## config.mk

```make
export PLATFORM = sky130hd
export DESIGN_NAME = dp_bsr_mc_flat
export DESIGN_NICKNAME = d
export VERILOG_FILES = /design/src/rtl/dp_bsr_mc_pkg.sv /design/src/rtl/dp_bsr_mc_if.sv /design/src/rtl/dp_bsr_mc_chain.sv /design/src/rtl/dp_bsr_mc.sv /design/src/flat_wrapper.sv
export SDC_FILE = /design/constraint.sdc
export NUM_CORES = 1
export LEC_CHECK = 0
export ABC_AREA = 1
export CAP_MARGIN = 5
export CORE_MARGIN = 2
export CORE_UTILIZATION = 51
export DETAILED_ROUTE_END_ITERATION = 16
export PLACE_DENSITY = 0.77
export SYNTH_ARGS = -nofsm -noshare
export SYNTH_HDL_FRONTEND = slang
export SYNTH_SLANG_ARGS = --single-unit
export TNS_END_PERCENT = 20
```

## constraint.sdc

```tcl
create_clock -name iclk -period 1.37 [get_ports iclk]
set_input_delay 0.274 -clock iclk [delete_from_list [all_inputs] [get_ports iclk]]
set_output_delay 0.274 -clock iclk [all_outputs]
set_load 0.05 [all_outputs]
```

## src/rtl/dp_bsr_mc_pkg.sv

```systemverilog
// Shared types for the multi-channel boundary scan register: mode and chain-lock state encodings.
package dp_bsr_pkg;

    localparam int MODE_W = 2;

    typedef enum logic [1:0] {
        NORMAL = 2'b00,
        SAMPLE = 2'b01,
        EXTEST = 2'b10,
        CLAMP  = 2'b11
    } bsr_mode_t;

    typedef enum logic [1:0] {
        IDLE  = 2'b00,
        CAP   = 2'b01,
        SHIFT = 2'b10
    } bsr_state_t;

    // Chain index width; a single chain still needs a 1-bit select.
    function automatic int ch_width(input int n);
        return (n > 1) ? $clog2(n) : 1;
    endfunction

endpackage

```

## src/rtl/dp_bsr_mc_if.sv

```systemverilog
// TAP-side strobes, pin buses and status outputs of the boundary scan register.
interface dp_bsr_mc_if #(
    parameter int WIDTH    = 32,
    parameter int CHANNELS = 2
);
    import dp_bsr_pkg::*;

    localparam int CH_W  = ch_width(CHANNELS);
    localparam int CNT_W = $clog2(WIDTH + 1) + 1;

    logic                      tck_en;
    logic                      capture_dr;
    logic                      shift_dr;
    logic                      update_dr;
    logic [CH_W-1:0]           chain_sel;
    logic [MODE_W-1:0]         mode;
    logic                      tdi;
    logic                      tdo;
    logic [CHANNELS*WIDTH-1:0] p_data_in;
    logic [CHANNELS*WIDTH-1:0] p_data_out;
    logic                      seq_err;
    logic [CNT_W-1:0]          shift_cnt;
    logic                      len_err;

    modport master (
        output tck_en, capture_dr, shift_dr, update_dr, chain_sel, mode, tdi, p_data_in,
        input  tdo, p_data_out, seq_err, shift_cnt, len_err
    );

    modport slave (
        input  tck_en, capture_dr, shift_dr, update_dr, chain_sel, mode, tdi, p_data_in,
        output tdo, p_data_out, seq_err, shift_cnt, len_err
    );

endinterface

```

## src/rtl/dp_bsr_mc_chain.sv

```systemverilog
// One boundary scan chain: WIDTH-bit capture/shift register plus its parallel update register.
module dp_bsr_chain #(
    parameter int WIDTH = 32
) (
    input  logic             clk_i,
    input  logic             srst_i,
    input  logic             cap_en_i,
    input  logic             shift_en_i,
    input  logic             upd_en_i,
    input  logic [WIDTH-1:0] cap_data_i,
    input  logic             tdi_i,
    output logic [WIDTH-1:0] sr_o,
    output logic [WIDTH-1:0] ur_o
);

    logic [WIDTH-1:0] sr_q, sr_d;
    logic [WIDTH-1:0] ur_q, ur_d;

    always_comb begin
        sr_d = sr_q;
        ur_d = ur_q;
        if (cap_en_i) begin
            sr_d = cap_data_i;
        end else if (shift_en_i) begin
            // LSB leaves on tdo, tdi enters at the MSB.
            sr_d = {tdi_i, sr_q[WIDTH-1:1]};
        end
        if (upd_en_i) begin
            ur_d = sr_q;
        end
    end

    always_ff @(posedge clk_i) begin
        if (srst_i) begin
            sr_q <= '0;
            ur_q <= '0;
        end else begin
            sr_q <= sr_d;
            ur_q <= ur_d;
        end
    end

    assign sr_o = sr_q;
    assign ur_o = ur_q;

endmodule

```

## src/rtl/dp_bsr_mc.sv

```systemverilog
// Multi-channel boundary scan register: chain-lock FSM, tdo/output muxing, optional shift-length
// checking enabled by defining DP_BSR_SHIFT_CNT_EN.
module dp_bsr_mc
    import dp_bsr_pkg::*;
#(
    parameter int               WIDTH    = 32,
    parameter int               CHANNELS = 2,
    parameter logic [WIDTH-1:0] SAFE_VAL = '0
) (
    input logic          iclk,
    input logic          reset,
    dp_bsr_mc_if.slave   bus
);

    localparam int CH_W  = ch_width(CHANNELS);
    localparam int CNT_W = $clog2(WIDTH + 1) + 1;

    bsr_state_t      state_q, state_d;
    logic [CH_W-1:0] locked_q, locked_d;
    logic            seq_err_q, seq_err_d;
    logic [CH_W-1:0] sel_clamped;
    logic            sel_oob;
    logic            multi_strobe;
    logic            do_cap, do_upd, do_shift;
    bsr_mode_t       mode_e;

    logic [CHANNELS-1:0] cap_en, shift_en, upd_en;
    logic [WIDTH-1:0]    sr_w [CHANNELS];
    logic [WIDTH-1:0]    ur_w [CHANNELS];

    assign mode_e       = bsr_mode_t'(bus.mode);
    assign sel_oob      = (32'(bus.chain_sel) >= 32'(CHANNELS));
    assign sel_clamped  = sel_oob ? CH_W'(CHANNELS - 1) : bus.chain_sel;
    assign multi_strobe = (bus.capture_dr & bus.update_dr) | (bus.capture_dr & bus.shift_dr) |
                          (bus.update_dr & bus.shift_dr);

    // Strobe priority is capture > update > shift; only the winner touches any register.
    always_comb begin
        state_d   = state_q;
        locked_d  = locked_q;
        seq_err_d = 1'b0;
        do_cap    = 1'b0;
        do_upd    = 1'b0;
        do_shift  = 1'b0;
        if (bus.tck_en) begin
            if (multi_strobe) seq_err_d = 1'b1;
            if (bus.capture_dr) begin
                do_cap   = 1'b1;
                state_d  = CAP;
                locked_d = sel_clamped;
                if (sel_oob) seq_err_d = 1'b1;
            end else if (bus.update_dr) begin
                if (state_q == IDLE) begin
                    seq_err_d = 1'b1;
                end else begin
                    do_upd  = 1'b1;
                    state_d = IDLE;
                end
            end else if (bus.shift_dr) begin
                if (state_q == IDLE) begin
                    seq_err_d = 1'b1;
                end else begin
                    do_shift = 1'b1;
                    state_d  = SHIFT;
                end
            end
        end
    end

    always_ff @(posedge iclk) begin
        if (reset) begin
            state_q   <= IDLE;
            locked_q  <= '0;
            seq_err_q <= 1'b0;
        end else begin
            state_q   <= state_d;
            locked_q  <= locked_d;
            seq_err_q <= seq_err_d;
        end
    end

    genvar gi;
    generate
        for (gi = 0; gi < CHANNELS; gi++) begin : g_ch
            logic [WIDTH-1:0] out_w;

            assign cap_en[gi]   = do_cap   && (sel_clamped == CH_W'(gi));
            assign shift_en[gi] = do_shift && (locked_q == CH_W'(gi));
            assign upd_en[gi]   = do_upd   && (locked_q == CH_W'(gi));

            dp_bsr_chain #(.WIDTH(WIDTH)) u_chain (
                .clk_i      (iclk),
                .srst_i     (reset),
                .cap_en_i   (cap_en[gi]),
                .shift_en_i (shift_en[gi]),
                .upd_en_i   (upd_en[gi]),
                .cap_data_i (bus.p_data_in[gi*WIDTH +: WIDTH]),
                .tdi_i      (bus.tdi),
                .sr_o       (sr_w[gi]),
                .ur_o       (ur_w[gi])
            );

            always_comb begin
                out_w = bus.p_data_in[gi*WIDTH +: WIDTH];
                case (mode_e)
                    EXTEST:  out_w = ur_w[gi];
                    CLAMP:   out_w = SAFE_VAL;
                    default: out_w = bus.p_data_in[gi*WIDTH +: WIDTH];
                endcase
            end

            assign bus.p_data_out[gi*WIDTH +: WIDTH] = out_w;
        end
    endgenerate

    assign bus.tdo     = sr_w[locked_q][0];
    assign bus.seq_err = seq_err_q;

`ifdef DP_BSR_SHIFT_CNT_EN
    logic [CNT_W-1:0] cnt_q, cnt_d;
    logic             len_err_q, len_err_d;

    // The counter saturates so an over-long shift still reads as a length error.
    always_comb begin
        cnt_d     = cnt_q;
        len_err_d = 1'b0;
        if (do_cap) begin
            cnt_d = '0;
        end else if (do_shift && (cnt_q != '1)) begin
            cnt_d = cnt_q + 1'b1;
        end
        if (do_upd && (cnt_q != CNT_W'(WIDTH))) begin
            len_err_d = 1'b1;
        end
    end

    always_ff @(posedge iclk) begin
        if (reset) begin
            cnt_q     <= '0;
            len_err_q <= 1'b0;
        end else begin
            cnt_q     <= cnt_d;
            len_err_q <= len_err_d;
        end
    end

    assign bus.shift_cnt = cnt_q;
    assign bus.len_err   = len_err_q;
`else
    assign bus.shift_cnt = '0;
    assign bus.len_err   = 1'b0;
`endif

endmodule

```

## src/flat_wrapper.sv

```systemverilog
// flat-port wrapper written by rule: the top's interface ports become plain ports
module dp_bsr_mc_flat import dp_bsr_pkg::*;
#(
    parameter int               WIDTH    = 32,
    parameter int               CHANNELS = 2,
    parameter logic [WIDTH-1:0] SAFE_VAL = '0
)
  (iclk, reset, bus_tck_en, bus_capture_dr, bus_shift_dr, bus_update_dr, bus_chain_sel, bus_mode, bus_tdi, bus_p_data_in, bus_tdo, bus_p_data_out, bus_seq_err, bus_shift_cnt, bus_len_err);
  dp_bsr_mc_if #(.WIDTH(WIDTH), .CHANNELS(CHANNELS)) bus_i ();
  input logic iclk;
  input logic reset;
  input wire logic [$bits(bus_i.tck_en)-1:0] bus_tck_en;
  input wire logic [$bits(bus_i.capture_dr)-1:0] bus_capture_dr;
  input wire logic [$bits(bus_i.shift_dr)-1:0] bus_shift_dr;
  input wire logic [$bits(bus_i.update_dr)-1:0] bus_update_dr;
  input wire logic [$bits(bus_i.chain_sel)-1:0] bus_chain_sel;
  input wire logic [$bits(bus_i.mode)-1:0] bus_mode;
  input wire logic [$bits(bus_i.tdi)-1:0] bus_tdi;
  input wire logic [$bits(bus_i.p_data_in)-1:0] bus_p_data_in;
  output wire logic [$bits(bus_i.tdo)-1:0] bus_tdo;
  output wire logic [$bits(bus_i.p_data_out)-1:0] bus_p_data_out;
  output wire logic [$bits(bus_i.seq_err)-1:0] bus_seq_err;
  output wire logic [$bits(bus_i.shift_cnt)-1:0] bus_shift_cnt;
  output wire logic [$bits(bus_i.len_err)-1:0] bus_len_err;
  assign bus_i.tck_en = bus_tck_en;
  assign bus_i.capture_dr = bus_capture_dr;
  assign bus_i.shift_dr = bus_shift_dr;
  assign bus_i.update_dr = bus_update_dr;
  assign bus_i.chain_sel = bus_chain_sel;
  assign bus_i.mode = bus_mode;
  assign bus_i.tdi = bus_tdi;
  assign bus_i.p_data_in = bus_p_data_in;
  assign bus_tdo = bus_i.tdo;
  assign bus_p_data_out = bus_i.p_data_out;
  assign bus_seq_err = bus_i.seq_err;
  assign bus_shift_cnt = bus_i.shift_cnt;
  assign bus_len_err = bus_i.len_err;
  dp_bsr_mc #(.WIDTH(WIDTH), .CHANNELS(CHANNELS), .SAFE_VAL(SAFE_VAL)) u_core (.iclk(iclk), .reset(reset), .bus(bus_i));
endmodule
```

==> results of run 1 <==
-- what timing repair did --
action	in CTS	in global routing
buffers inserted	6	4
resized for setup	247	67
pin swaps	61	21
cloned	5	5
endpoints found under the setup margin	75	131
-- metrics by stage --
step	power, mW	setup TNS, ns
floorplan	5.50	-10.54
global placement	6.57	-68.01
detailed placement	6.62	-73.88
CTS	11.7	-0.776
global route	12.2	-2.87
finish	11.9	-1.08
-- kinds of logic after synthesis --
group           share of synthesized area (%)
compound gates                           16.1
buf+inv                                  17.2
flops                                    39.2
other cells                            0.0556
simple gates                             27.4
-- report_power, final --
group / internal (mW) / leakage (nW) / switching, mW
Sequential: 3.99 / 1.10 / 0.112
Combinational: 1.28 / 3.78 / 1.57
Clock: 3.19 / 0.304 / 1.76
Total: 8.46 / 5.18 / 3.44
-- worst max-delay path, delay by kind of cell --
kind                   cells  cell delay (ns)
and+or+nand+nor            1             0.07
AOI/OAI and AO/OA          1             0.15
buffers and inverters      5             0.63
-- layout make-up --
type                            instances  area (µm²)  area share [%]
Multi-Input combinational cell        677        3860            33.5
Clock inverter                         12         178            1.54
Antenna cell                            1        2.50          0.0217
Clock buffer                           20         467            4.05
Inverter                              202         769            6.68
Timing Repair Buffer                  246        3310            28.8
Sequential cell                       132        2710            23.5
Tap cell                              176         220            1.91
-- state kept, by name (all words and copies together) (netlist names) --
name,cells
u_core.g_ch.u_chain.ur_o,64
u_core.g_ch.u_chain.sr_o,64
u_core.locked_q,1
u_core.bus.seq_err,1
u_core.state_q,2
-- routing by layer --
metal  up-vias  routed length, µm  global-route usage (%)  part of all wire (%)
li1       3676                  -                       -                     -
met1      3607               8840                    33.5                    37
met2       364              12600                    56.3                    53
met3        87               1510                    5.75                   6.3
met4         0                922                    12.2                   3.9
met5         -                  0                       0                     0
-- path summary, 6_finish.rpt --
| path | from | to | slack (ns) | depth (start not counted) |
|---|---|---|---|---|
| setup reg to reg | u_core.locked_q | u_core.g_ch[0].u_chain.sr_o[20] | -0.02 | 8 |
| setup / recovery | bus_mode[0] | bus_p_data_out[20] | -0.06 | 7 |
| hold / removal | bus_update_dr | u_core.bus.seq_err | 0.34 | 5 |
| hold reg to reg | u_core.g_ch[1].u_chain.ur_o[20] | u_core.g_ch[1].u_chain.ur_o[20] | 0.45 | 2 |
-- layout by cell type (no fill, tap or decap), drive strengths merged, types with 5 or more instances in the layout --
master,count
nand2,327
dlygate4sd2,62
conb,8
o22ai,64
dfxtp,132
clkbuf,25
nor2,133
inv,201
buf,169
a21oi,68
clkinv,5
dlymetal6s2s,6
o21ai,68
==> results.md, run 1 <==
- Post-route ant nets: 0
- Core area: 13100 µm²
- # clock sinks: 132
- Critical Path Fanout Max: 6
- Setup WS post-layout: -0.0582 ns
- # IOs: 148
- Status: complete, but fails checks
- Post-route minimum period: 1.43 ns
- H-tree Lvls: 4
- TritonCTS buffer count: 17
- Final #Nets: 1350
- First-pass GRT wire length: 34600 µm
- Post-place setup slack: -0.446 ns
- Sequential element share of the synthesized area: 39.2%
- Vias/cell: 5.28
- CTS root buf: clkbuf_16
- Post-Syn Area per Cell: 6.28 µm²
- Largest net degree at the start of global routing: 65
- Placed Cells: 1413
- Setup crit end kind: output port
- Synth warn: 0
- Worst IR Drop VDD: 0.838 mV
- Routed wire length: 23900 µm
- Hold_buf cts: 0
- Slowest-stage cell, CP: buf_12
- Placer congestion estimate: 0.829
- Synth cell count leaders: 322 x nand2_1, 199 x inv_1, 132 x dfxtp_1, 129 x nor2_1, 68 x a21oi_1
- Hold crit path type: input port to register
- Pwr dens: 1030 nW/µm²
- WS Path Type: input port to output port
- Top-area cell type share of the netlist area: 39.2%
- Cell taking the most area after synthesis: dfxtp_1
- Leakage power: 5.18 nW
- Final std cells w/o fill: 1466
- Dpl cell area: 10000 µm²
- Die area: 14200 µm²
- Worst hold slack: 0.341 ns
- Reg clk slew, reported paths: 0.06 ns
- DR vias: 7734
- #FFs+latches synth: 132
- Startpoint Class: input port
- DRC viols: 0
- Final instance area: 11500 µm²
- CTS tree: built
- Setup violators final: 60
- Unrepaired setup endpoints after global routing: true
- Final Max Tran Viols: 0
- Final Hold Fails: 0
- Top_reg_cell synth: dfxtp_1
- Clock buffer depth: 2
- Horiz. Die Dim: 119 µm
- Max Freq: 0.700 GHz
- Worst path most repeated cell: buf_12
- Synth-to-Final Area Change: 70.8%
- Pre-Repair DR Iteration Count: 7
- Avg WL per Cell: 16.3 µm
- PortBufs: 139
- Critical path required time: 1.10 ns
- Unique cell type count in the Yosys netlist: 25
- Asr flop ratio synth: 0%
- Initial DRC Count: 629
- Die outline height: 119 µm
- CP arrival: 1.15 ns
- Period Utilization, post-route: 104%
- Clk_lat worst skew: 0.43 ns
- # rows: 42
- Grt ovf: 0
- Post-layout util: 88.0%
- # fillers: 616
- Top-count cell post-synth: nand2_1
- Max-cap violations: 0
- Failing checks: negative setup slack
- Initial Util: 51.6%
- CP peak stage delay: 0.16 ns
- DPL Wire Length: 11900 µm
- Synthesized instance count: 1075
- Crit-path cells: buf_8 > inv_6 > nand2_8 > buf_12 > buf_16 > o22ai_4 > buf_12
- Fraction of layout cells with a size suffix above 1: 35.0%
- Synthesized area: 6750 µm²
- Max Clock Skew: 0.00615 ns
- Area contributors post-synth: dfxtp_1 39%, nand2_1 18%, inv_1 11%
- Initial antenna violation count: 1
- Tot GR Track Use: 30.2%
- Vias in the first global route: 7281
- Post-synth EDFFs: 0
Note: power is estimated with default switching activity, not from simulation.
==> run 2, diff against run 1 <==
--- a/config.mk
+++ b/config.mk
@@ -12,2 +12,3 @@
 export DETAILED_ROUTE_END_ITERATION = 16
+export HOLD_SLACK_MARGIN = 0.08
 export PLACE_DENSITY = 0.77
==> constraint.sdc (replaced) <==
create_clock -name iclk -period 1.37 [get_ports iclk]
set_input_delay 0.3425 -clock iclk [delete_from_list [all_inputs] [get_ports iclk]]
set_output_delay 0.3425 -clock iclk [all_outputs]
set_load 0.05 [all_outputs]
==> run 2 against run 1 <==
Utilization is 0.23 points higher. Maximum frequency is 7.8% lower. Critical path depth stayed put. Register-to-register slack better by 0.02 ns. Sequential power hardly changed. Largest cell class unchanged. Clock skew is 0.0010 ns lower. The run still ends with negative setup slack left. Via count is 1.7% higher. First-iteration DRC count is 29% higher. Non-clock buffer count is 5 higher. Global-route usage is 3.3 points higher.
==> results.md, run 2 (synthesis gave the netlist of run 1 again) <==
- Initial antenna violation count: 2
- Leakage power: 5.36 nW
- Setup crit end kind: output port
- Horiz. Die Dim: 119 µm
- Grt ovf: 0
- Max Clock Skew: 0.00514 ns
- Period Utilization, post-route: 113%
- H-tree Lvls: 4
- CTS root buf: clkbuf_16
- WS Path Type: input port to output port
- Largest net degree at the start of global routing: 65
- GR Layer Usage met3: 6.51%
- Tot GR Track Use: 33.5%
- Placed Cells: 1427
- Worst hold slack: 0.383 ns
- Clock buffer depth: 2
- Design Power: 11.5 mW
- FF-to-FF End: u_core.g_ch[0].u_chain.sr_o[19]
- Hold depth: 7
- Slowest-stage cell, CP: buf_12
- Vias/cell: 5.35
- Worst Hold Path EP: u_core.g_ch[0].u_chain.sr_o[17]
- Critical Path Fanout Max: 5
- Crit-path cells: buf_8 > inv_8 > nand2_8 > buf_12 > buf_12 > o22ai_4 > buf_12
- Worst path most repeated cell: buf_12
- Hold Startpoint: bus_p_data_in[17]
- Fraction of layout cells with a size suffix above 1: 26.8%
- Commonest non-fill, non-tap cell in the layout: nand2_1
- Avg WL per Cell: 17.0 µm
- Status: complete, but fails checks
- Core area: 13100 µm²
- CP arrival: 1.21 ns
- Final std cells w/o fill: 1471
- # rows: 42
- Pwr dens: 993 nW/µm²
- Most used routing layer in global routing: met2
- DPL Wire Length: 12600 µm
- First-pass GRT wire length: 37900 µm
- R2r worst-path depth: 8
- PortBufs: 139
- Hold_buf cts: 0
- Final #Nets: 1356
- Initial DRC Count: 809
- DR vias: 7869
- # IOs: 148
- Post-route minimum period: 1.55 ns
- Post-route ant nets: 0
- Die outline height: 119 µm
- Startpoint Class: input port
- Pre-Repair DR Iteration Count: 8
- Most frequent cells in the layout: 321 x nand2_1, 155 x inv_1, 128 x dfxtp_1
- Critical path required time: 1.03 ns
- Setup WS post-layout: -0.179 ns
- Max-cap violations: 0
- # clock sinks: 132
- Die area: 14200 µm²
- Hold crit path type: input port to register
- DRC viols: 0
- Reg clk slew, reported paths: 0.06 ns
- Initial Util: 51.6%
- Grt met2 use: 61.7%
- Setup violators final: 75
- TritonCTS buffer count: 17
- Final Hold Fails: 0
- Clk_lat worst skew: 0.42 ns
- Routed wire length: 25100 µm
- Synth-to-Final Area Change: 71.2%
- Worst IR Drop VDD: 0.781 mV
- CP peak stage delay: 0.17 ns
- Worst reg2reg setup slack: 0 ns
- Placer congestion estimate: 0.804
- Unrepaired setup endpoints after global routing: true
- Final Max Tran Viols: 0
- Vias in the first global route: 7800
- Max Freq: 0.646 GHz
- CTS tree: built
- Failing checks: negative setup slack
- Crit Reg-Reg Startpoint: u_core.state_q[0]
- Met1 GRT Util: 36.1%
## run 2: worst max path at each step
stage	cells past startpoint	endpoint	start
3_5_place_dp	6	bus_p_data_out[53]	bus_mode[0]
3_3_place_gp	6	bus_p_data_out[47]	bus_mode[0]
6_report	7	bus_p_data_out[42]	bus_mode[0]
5_1_grt	3	bus_p_data_out[4]	u_core.g_ch[0].u_chain.ur_o[4]
4_1_cts	8	bus_p_data_out[15]	bus_mode[0]
2_1_floorplan	2	bus_p_data_out[30]	bus_mode[1]
## run 2: area by class of cell
type,instances,area (µm²)
Tap cell,176,220
Clock inverter,3,40.0
Inverter,202,767
Multi-Input combinational cell,678,3900
Clock buffer,27,543
Fill cell,617,1530
Timing Repair Buffer,251,3430
Sequential cell,132,2650
Antenna cell,2,5.00
## run 2: layer usage
layer  share of wire, %  vias to the layer above
met5                  0                        -
met4                6.0                        0
met3                6.7                      136
met2                 52                      394
met1                 35                     3648
li1                   -                     3691
## run 2: what timing repair did
action                     in CTS  in global routing
cloned                          7                  1
setup endpoints to repair     191                136
buffers inserted                6                  0
pin swaps                      30                 22
gates resized for setup       127                 92
## run 2: through the flow
stage | cell area, µm² | setup TNS (ns) | worst slack, ns | utilization [%]
2_1_floorplan | 7280 | -11.84 | -0.261 | -
3_3_place_gp | 10100 | -87.41 | -0.542 | 77.6
3_5_place_dp | 10100 | -91.81 | -0.570 | 77.6
4_1_cts | 11300 | -11.02 | -0.247 | 86.7
5_1_grt | 11600 | -13.71 | -0.193 | 88.3
6_report | 11600 | -8.89 | -0.179 | 88.3
## run 2: report_power, final
part / leakage, nW / total (mW) / internal (mW) / switching [mW]
Sequential: 1.07 / 4.09 / 3.98 / 0.109
Combinational: 3.99 / 2.92 / 1.32 / 1.60
Clock: 0.291 / 4.46 / 2.86 / 1.60
## run 2: worst max-delay path, delay by kind of cell
family	cells	cell delay [ns]
buffers and inverters	5	0.63
AOI/OAI and AO/OA	1	0.16
and+or+nand+nor	1	0.06
==> run 3, diff against run 2 <==
Clock period 1.37 ns to 1.5 ns, I/O delays scaled along.
==> run 3 against run 2 <==
Critical path type unchanged. Register-to-register slack improved by 0.14 ns. Sequential share of layout area rose by 0.62 points. Critical path depth did not move. Cell area fell by 2.7%. Wire length fell by 16%. Clock skew rose by 0.0031 ns. Non-clock buffer count fell by 18. Utilization fell by 2.4 points. Global-route usage fell by 5.0 points. Combinational power fell by 15%. Worst setup slack improved by 0.066 ns. The run still ends with negative setup slack left. Largest power group unchanged.
==> results.md, run 3 (synthesis gave the netlist of run 1 again) <==
- Initial Util: 51.6%
- Post-route ant nets: 0
- N_diodes: 0
- Status: complete, but fails checks
- Fraction of layout cells with a size suffix above 1: 23.5%
- CP arrival: 1.24 ns
- Most frequent cells in the layout: 321 x nand2_1, 177 x inv_1, 128 x nor2_1, 128 x dfxtp_1, 89 x buf_12
- Die area: 14200 µm²
- Initial antenna violation count: 0
- DR vias: 7277
- # fillers: 703
- Pre-Repair DR Iteration Count: 5
- H-tree Lvls: 4
- Max Clock Skew: 0.00819 ns
- Final Hold Fails: 0
- Vias in the first global route: 7025
- Post-route minimum period: 1.61 ns
- Initial DRC Count: 638
- Top delay family on crit path: buffers and inverters
- Horiz. Die Dim: 119 µm
- Clock buffer depth: 2
- Hold_buf cts: 0
- CTS tree: built
- Startpoint Class: input port
- Synth-to-Final Area Change: 66.5%
- Slowest-stage cell, CP: buf_12
- # rows: 42
- Leakage power: 5.33 nW
- Commonest non-fill, non-tap cell in the layout: nand2_1
- Placer congestion estimate: 0.783
- Period Utilization, post-route: 108%
- CTS root buf: clkbuf_16
- TritonCTS buffer count: 17
- Avg WL per Cell: 14.6 µm
- Max Freq: 0.620 GHz
- Max-cap violations: 0
- Pwr dens: 922 nW/µm²
- Final #Nets: 1337
- Unrepaired setup endpoints after global routing: true
- Largest net degree at the start of global routing: 65
- Setup WS post-layout: -0.113 ns
- Final instance area: 11200 µm²
- Critical path required time: 1.12 ns
- Routed wire length: 21200 µm
- Crit-path cells: buf_8 > inv_6 > nand2_8 > buf_12 > buf_16 > o22ai_4 > buf_12
- First-pass GRT wire length: 33100 µm
- Core area: 13100 µm²
- Critical Path Fanout Max: 8
- Reg clk slew, reported paths: 0.06 ns
- DRC viols: 0
- Final Max Tran Viols: 0
- Vias/cell: 5.02
- Worst path bufs/invs: 5
- Post-place setup slack: -0.467 ns
- Dpl cell area: 9980 µm²
- Clk_lat worst skew: 0.42 ns
- DPL Wire Length: 11700 µm
- Worst hold slack: 0.402 ns
- Die outline height: 119 µm
- Grt ovf: 0
- WS Path Type: input port to output port
- Setup crit end kind: output port
- Design Power: 10.4 mW
- Worst path most repeated cell: buf_12
- Hold crit path type: input port to register
- # IOs: 148
- CP peak stage delay: 0.17 ns
- Setup violators final: 64
- # clock sinks: 132
- Failing checks: negative setup slack
- Tot GR Track Use: 28.6%
- Worst IR Drop VDD: 0.669 mV
- PortBufs: 139
run 3: cell types whose count changed in the layout (fill, tap and decap cells not counted), moves of 3 or more:
cell            delta
buf_12             -4
o21ai_2            -3
dlygate4sd2_1     -18
buf_4              -9
o22ai_4           -12
o21ai_0            +4
inv_2             -22
inv_1             +22
o22ai_2           +12
dlymetal6s2s_1    +17
run 3: area by class of cell:
class / instances / area [µm²] / share of cell area (%)
clock inverter: 4 / 70.1 / 0.624
tap: 176 / 220 / 1.96
clock buffer: 25 / 515 / 4.59
timing repair buffer: 233 / 3240 / 28.9
multi-input combinational: 677 / 3780 / 33.6
inverter: 202 / 764 / 6.80
sequential: 132 / 2650 / 23.6
run 3: worst paths after layout:
path | start | to | slack, ns | depth (start not counted)
setup / recovery | bus_mode[0] | bus_p_data_out[52] | -0.11 | 7
hold reg to reg | u_core.state_q[0] | u_core.state_q[0] | 0.45 | 2
setup reg to reg | u_core.state_q[1] | u_core.g_ch[1].u_chain.ur_o[28] | 0.14 | 6
hold / removal | bus_p_data_in[55] | u_core.g_ch[1].u_chain.sr_o[23] | 0.40 | 7
run 3: worst reg2reg max path, stage by stage, from the launching register on:
cell and delay (ns):
dfxtp_1 0.31, nor2_1 0.21, nor2_2 0.09, nand3_2 0.09, buf_12 0.26, o21ai_1 0.15, a21oi_1 0.17
run 3: layer usage:
metal / vias to the layer above / part of all wire (%) / wire [µm] / GRT usage, %
li1: 3634 / - / - / -
met1: 3382 / 40 / 8360 / 33.6
met2: 231 / 53 / 11300 / 51.0
met3: 30 / 5.6 / 1180 / 6.80
met4: 0 / 1.4 / 303 / 9.38
met5: - / 0 / 0 / 0
run 3: timing repair:
| item | in CTS | in global routing |
|---|---|---|
| hold endpoints to repair | 0 | 0 |
| setup buffers | 5 | 1 |
| gates cloned | 6 | 0 |
| endpoints found under the setup margin | 99 | 129 |
| gates resized for setup | 70 | 87 |
| pin swaps | 19 | 43 |
run 3: through the flow:
stage          util (%)  setup TNS [ns]  std cells
6_report           85.9           -4.77       1449
5_1_grt            85.9           -6.22       1449
4_1_cts            84.2           -8.10       1450
3_5_place_dp       76.2          -77.57       1410
3_3_place_gp       76.2          -71.15       1410
2_1_floorplan         -          -15.11       1082
run 3: report_power, final:
| group | switching [mW] | internal (mW) | leakage, nW |
|---|---|---|---|
| clock network | 1.46 | 2.68 | 0.291 |
| registers | 0.0876 | 3.64 | 1.07 |
| logic | 1.35 | 1.14 | 3.97 |
